### src/rtl/param_seq_detect.sv
// Serial bit-pattern detector with a runtime-loadable PAT_W-bit pattern,
// selectable Mealy/Moore output, optional overlapping matches and a saturating match counter.
module param_seq_detect #(
  parameter int unsigned      PAT_W       = 4,
  parameter logic [PAT_W-1:0] DEFAULT_PAT = PAT_W'(4'b1101),
  parameter int unsigned      CNT_W       = 8
) (
  input  logic             clk,
  input  logic             reset,
  input  logic             din_valid,
  input  logic             din,
  input  logic             pat_load,
  input  logic [PAT_W-1:0] pattern,
  input  logic             mode_moore,
  input  logic             overlap,
  input  logic             count_clr,
  output logic             z,
  output logic [CNT_W-1:0] match_count,
  output logic             count_sat
);

  localparam int unsigned      FILL_W    = $clog2(PAT_W + 1);
  localparam logic [FILL_W-1:0] FILL_FULL = FILL_W'(PAT_W);
  localparam logic [CNT_W-1:0]  CNT_MAX   = '1;

  logic [PAT_W-1:0]  pat_q, pat_d;
  logic [PAT_W-1:0]  hist_q, hist_d;
  logic [FILL_W-1:0] fill_q, fill_d;
  logic              z_q, z_d;
  logic [CNT_W-1:0]  cnt_q, cnt_d;
  logic              sat_q, sat_d;

  logic              beat_c;
  logic              match_c;
  logic [PAT_W-1:0]  hist_shift_c;
  logic [FILL_W-1:0] fill_inc_c;

  // Candidate history for this beat; a load cycle swallows any beat.
  always_comb begin
    beat_c       = din_valid & ~pat_load;
    hist_shift_c = {hist_q[PAT_W-2:0], din};
    fill_inc_c   = (fill_q == FILL_FULL) ? fill_q : fill_q + FILL_W'(1);
    match_c      = beat_c && (fill_inc_c == FILL_FULL) && (hist_shift_c == pat_q);
  end

  // Next-state: pattern/history update and saturating counter.
  always_comb begin
    pat_d  = pat_q;
    hist_d = hist_q;
    fill_d = fill_q;
    z_d    = match_c;
    cnt_d  = cnt_q;
    sat_d  = sat_q;

    if (pat_load) begin
      pat_d  = pattern;
      hist_d = '0;
      fill_d = '0;
    end else if (beat_c) begin
      if (match_c && !overlap) begin
        hist_d = '0;
        fill_d = '0;
      end else begin
        hist_d = hist_shift_c;
        fill_d = fill_inc_c;
      end
    end

    if (count_clr) begin
      cnt_d = '0;
      sat_d = 1'b0;
    end else if (match_c && (cnt_q != CNT_MAX)) begin
      cnt_d = cnt_q + CNT_W'(1);
      sat_d = sat_q | (cnt_d == CNT_MAX);
    end
  end

  always_ff @(posedge clk or negedge reset) begin
    if (!reset) begin
      pat_q  <= DEFAULT_PAT;
      hist_q <= '0;
      fill_q <= '0;
      z_q    <= 1'b0;
      cnt_q  <= '0;
      sat_q  <= 1'b0;
    end else begin
      pat_q  <= pat_d;
      hist_q <= hist_d;
      fill_q <= fill_d;
      z_q    <= z_d;
      cnt_q  <= cnt_d;
      sat_q  <= sat_d;
    end
  end

  // fill is zero in reset, so the Mealy path cannot fire while reset is held.
  assign z           = mode_moore ? z_q : match_c;
  assign match_count = cnt_q;
  assign count_sat   = sat_q;

endmodule

### config.mk
export PLATFORM = sky130hd
export DESIGN_NAME = param_seq_detect
export DESIGN_NICKNAME = d
export VERILOG_FILES = /design/src/rtl/param_seq_detect.sv
export SDC_FILE = /design/constraint.sdc
export NUM_CORES = 1
export LEC_CHECK = 0
export BUFFER_PORTS_ARGS = -buffer_cell sky130_fd_sc_hd__buf_4
export CORE_UTILIZATION = 49
export DETAILED_ROUTE_END_ITERATION = 8
export GPL_TIMING_DRIVEN = 0
export PLACE_DENSITY = 0.72
export SETUP_SLACK_MARGIN = 0.1
export SYNTH_ARGS = -nofsm -noshare
export SYNTH_HDL_FRONTEND = slang
export SYNTH_SLANG_ARGS = --single-unit
### constraint.sdc
create_clock -name clk -period 3.15 [get_ports clk]
set_input_delay 0.63 -clock clk [delete_from_list [all_inputs] [get_ports clk]]
set_output_delay 0.63 -clock clk [all_outputs]
set_load 0.1 [all_outputs]
# Yosys cells after proc, flatten, opt, wreduce, memory -nomap -nowiden
# Index checks and enable logic that the tools add are counted.
# W data, S select, Z words.
# word_totals
register_bits	20
latch_bits	0
mem_bits_rw	0
rom_bits	0
inputBits	12
output_inout_bits	10
word_cells	35
memories	0
# classes
addsub	2
multipliers	0
div	0
n_lt_le_gt_ge	0
eq_ne	5
n_shift	0
n_mux	12
bitwise_logic	3
n_reduce_logical	7
# op_table
operator	n
$mux W3	7
$mux W8	2
$add A8 B1 Y8 const B	1
$eq A8 B8 Y1 const B	1
$ne A8 B8 Y1 const B	1
$eq A3 B3 Y1 const B	2
$eq A4 B4 Y1	1
$logic_and A1 B1 Y1	4
$reduce_bool A2 Y1	2
$add A3 B1 Y3 const B	1
$mux W1	3
$and A1 B1 Y1	1
$logic_not A1 Y1	1
$not A1 Y1	1
$or A1 B1 Y1	1

# Logic depth before layout (Yosys ltp)
# logic_depth
depth_word	9
depth_mapped	8
depth_no_buf	7

# Worst setup path after synthesis
# Ideal clock, no wire load.
# synth_path
path_type	register to output
from	register fill_q[0]
to	output port z
arrival_time_ns	3.446
required_time_ns	2.520
slack_ns	-0.926
stages_incl_launch_ff	7
path_buffers	0
path_cell_list	dfrtp_1 inv_1 ha_1 and3b_1 nor4b_4 nand3_1 o21ai_0
# synth_between
elab_chain_len	6
elab_cells_between_ends	7
classes_between	add/sub (1); eq/ne (2); mux (2); reduce/logical (2)
# synth_rtl
item	line	source
start, declared	28	logic [FILL_W-1:0] fill_q, fill_d;
start signal, assigned	89	fill_q <= fill_d;
$add A3 B1 Y3 or $eq A3 B3 Y1 (tied branches)	42	fill_inc_c = (fill_q == FILL_FULL) ? fill_q : fill_q + FILL_W'(1);
$mux W3 (*)	42	
$eq A3 B3 Y1 (*)	43	match_c = beat_c && (fill_inc_c == FILL_FULL) && (hist_shift_c == pat_q);
$logic_and A1 B1 Y1 (*) (2 in series)	43	
$mux W1 (*)	97	assign z = mode_moore ? z_q : match_c;
end, declared	17	output logic z,
# Every way passes the cells marked *; elsewhere a longest branch is shown, timed or not.

# Worst setup path in the final report
# Ends and elaborated chain as after synthesis.

==> Implementation_results.wiki <==
{| class="wikitable"
! Metric !! Value
|-
| Source-to-sink clock delay at the later pin of the worst-skew pair || roughly 300 ps
|-
| Sequential fraction of design power || 57.0%
|-
| WL final || ~2400 um
|-
| Power share of the combinational group || 12.3%
|-
| Standard-cell rows || 17
|-
| Final setup fails || 0
|-
| CTS tree || yes
|-
| Fill cells || 209
|-
| First-pass GRT wire length || 4180 um
|-
| Instance count after placement with tap cells included || 171
|-
| Clock-pin transition on the worst setup and hold timing paths || roughly 110 ps
|-
| Hold bufs inserted after CTS || 0
|-
| Final standard cell utilization of the core || 62.4%
|-
| Register Area || 504 um2
|-
| Clock root buffer || sky130_fd_sc_hd__clkbuf_4
|-
| Result of the run || finished clean
|-
| Post-synth top cells || sky130_fd_sc_hd__dfrtp_1, sky130_fd_sc_hd__a21oi_1, sky130_fd_sc_hd__nand2_1, sky130_fd_sc_hd__nand3_1
|-
| Met2 GRT Util || approximately 36%
|-
| Average detailed-routed wire length per instance || 13.9 um
|-
| Met1 usage || 27.9%
|-
| Drt via density || 5.56
|-
| Setup repair after global routing missed its margin || no
|-
| Proportion of synthesized flip-flops having asynchronous set or reset || 100%
|-
| Die Y || 50.8 um
|-
| Slowest library cell on the worst path || sky130_fd_sc_hd__dfrtp_1
|-
| Slew at the pin with the worst max-slew slack || 443 ps
|-
| Delay contributed by the slowest stage of the critical path || approximately 430 ps
|-
| Gp weighted congestion || 0.756
|-
| Class of the worst hold path || input port to async pin
|-
| Internal power summed over all cells || 0.368 mW
|-
| Setup Skew || 2.84 ps
|-
| Sequential area share after synthesis || 43.1%
|-
| Number of gates given a new drive strength after cts || 0
|-
| Synth area leader || sky130_fd_sc_hd__dfrtp_1
|-
| Clock power share || between 30 and 40%
|-
| Power density cells || 349 nW/um2
|-
| Fin nets || 164
|-
| Crit end category || primary output
|-
| Power spent charging and discharging nets || roughly 0.12 mW
|-
| Initial core utilization || approximately 52%
|-
| Diode count || 0
|-
| Main synth FF type || sky130_fd_sc_hd__dfrtp_1
|-
| Summed negative setup slack over all endpoints || 0 ps
|-
| Required arrival time at the worst endpoint || 2520 ps
|-
| Final critical-path share of the clock period || 91.9%
|-
| Switching Share || between 20% and 30%
|-
| Highest ir drop seen on vdd || between 0.3 and 0.4 mV
|-
| TritonCTS Buffers || 3
|-
| Placeable Area || 2230 um2
|-
| Die area || 2580 um2
|-
| Maximum fanout count along the critical path || 4
|-
| GRT Util Overall || 21.6%
|-
| Syn Nets || 139
|-
| Number of nets still failing antenna checks after routing || 0
|-
| Pin count of the biggest net entering global routing || 21
|-
| Warning count from the yosys run || 0
|-
| Via count of the first global-routing pass || 955
|-
| Proportion of netlist area held by the largest area contributor || 36.4%
|-
| Mapped Avg Cell Area || 9.50 um2
|-
| I/O Pins || 22
|-
| Cell with the most instances after synthesis || sky130_fd_sc_hd__dfrtp_1
|-
| Timing startpoint of the critical path || fill_q[0]$_DFFE_PN0P_
|-
| Post-synthesis register bit count || 20
|-
| Post-synthesis instance total || 123
|-
| RR Startpoint || fill_q[0]$_DFFE_PN0P_
|-
| Final Non-Filler Cells || 175
|-
| Signal arrival time at the worst endpoint || 2260 ps
|-
| Horizontal die dimension || 50.8 um
|-
| Met3 Resource Use GR || 2.98%
|-
| Cell Chain, Critical Path || inv_1 > ha_1 > and3b_1 > nor4b_4 > nand3_1 > o21ai_2 > buf_4
|-
| Fmax || 0.346 GHz
|-
| Count of flip-flops with a built-in enable after synthesis || 0
|-
| Category of the most critical setup path || register to primary output
|-
| Growth of design area from synthesis to finish || 19.3%
|-
| Detailed placer's ending HPWL || 1790 um
|-
| Layout cell share with drive strength beyond 1 || between 20% and 30%
|-
| Netlist area before placement || 1170 um2
|-
| Global route hottest layer || met2
|-
| Number of antenna violations at the first check in global routing || 0
|-
| DR vias || 973
|-
| Number of buffers added on ports || 20
|-
| Number of distinct library cell variants in the gate-level netlist after synthesis || 36
|-
| Final hold viol count || 0
|-
| CTS H-tree depth || 1
|-
| Launching element type of the critical path || register
|-
| Worst slack at placement || 586 ps
|-
| Fin worst setup slack || 257 ps
|-
| Initial DRC count || 14
|-
| Final slew viol count || 0
|-
| Area contributors post-synth || sky130_fd_sc_hd__dfrtp_1, sky130_fd_sc_hd__dfstp_2, sky130_fd_sc_hd__a21oi_1
|-
| Remaining max-slew budget at the tightest pin || 70.5%
|-
| Number of search-and-repair iterations in the first detailed-routing pass || 4
|-
| Residual overflow from global routing || 0
|-
| Multi-input combinational cell area || 619 um2
|-
| Residual DRC || 0
|-
| Setup fix buffers added after clock tree synthesis || 0
|-
| Clk sinks || 20
|-
| Deepest clock path buffer count || 2
|-
| Leakage power || ~0.6 nW
|-
| Max-capacitance violation count || 0
|-
| Final min period || a little under 3000 ps
|}
[power by group through the flow]
stage | registers, mW | logic, mW | clock network [mW]
after floorplan | 0.280 | 0.0371 | 0
after global placement | 0.281 | 0.0569 | 0
after detailed placement | 0.282 | 0.0601 | 0
after CTS | 0.277 | 0.0604 | 0.153
after global routing | 0.278 | 0.0674 | 0.162
final | 0.277 | 0.0599 | 0.149
[kinds of logic (layout without fill, tap and decap cells)]
logic type               after synthesis  in the layout  share of synthesized area [%]
AO/OA/AOI/OAI                         28             28                           14.0
flip-flops                            20             20                           43.1
buffers and inverters                 12             36                           4.18
adder cells (fa/ha/maj)                4              4                           4.28
AND/OR/NAND/NOR                       47             47                           24.5
multiplexers                           4              4                           3.85
XOR/XNOR                               8              8                           6.00
[area by class of cell]
class                           count  area share (%)
Sequential cell                    20            36.2
Multi-Input combinational cell     91            44.4
Tap cell                           28            2.51
Clock buffer                        4            2.60
Buffer                              5            1.62
Inverter                            7            1.89
Timing Repair Buffer               20            10.8
[path summary, 6_finish.rpt]
| path | cells after the start | to | slack, ps |
|---|---|---|---|
| setup / recovery | 7 | z | 260 |
| hold / removal | 1 | match_count[4]$_DFFE_PN0P_ | 180 |
| setup reg to reg | 7 | match_count[6]$_DFFE_PN0P_ | 780 |
| hold reg to reg | 2 | count_sat$_DFFE_PN0P_ | 550 |
| max in group asynchronous | 1 | pat_q[0]$_DFFE_PN1P_ | 2700 |
| min in group clk | 2 | count_sat$_DFFE_PN0P_ | 550 |
[flip-flops by register name (all words and copies together) (netlist names)]
name,count
pat_q,4
hist_q,3
match_count,8
count_sat,1
z_q,1
fill_q,3
[placed cells by master, fill, tap and decap left out, drive strengths merged, types with 2 or more instances in the layout]
cell type  instances
a21oi             13
buf               23
clkbuf             6
dfrtp             17
dfstp              3
ha                 4
inv                7
mux2               4
nand2              9
nand2b             5
nand3              9
nand4              2
nor2               6
o21ai              7
o31ai              2
or3                3
or4                3
xnor2              3
xor2               5
[metal layers]
layer | vias to the layer above | wire length (um)
met3 | 4 | 46
met5 | - | 0
met4 | 0 | 22
met2 | 19 | 1240
li1 | 487 | -
met1 | 463 | 1120
[worst max-delay path, delay by kind of cell, from the launching register on]
kind | cells | cell delay (ps)
simple gates | 3 | 760
flops | 1 | 430
buf+inv | 2 | 410
fa+ha+maj | 1 | 220
compound gates | 1 | 140
[metrics by stage]
step / cell area [um2] / total power [mW] / hold WS [ps]
floorplan: 1170 / 0.317 / 334
global placement: 1360 / 0.338 / 522
detailed placement: 1360 / 0.342 / 522
CTS: 1390 / 0.490 / 189
global route: 1390 / 0.508 / 190
finish: 1390 / 0.486 / 184
Power figures use the tool's default switching activity.
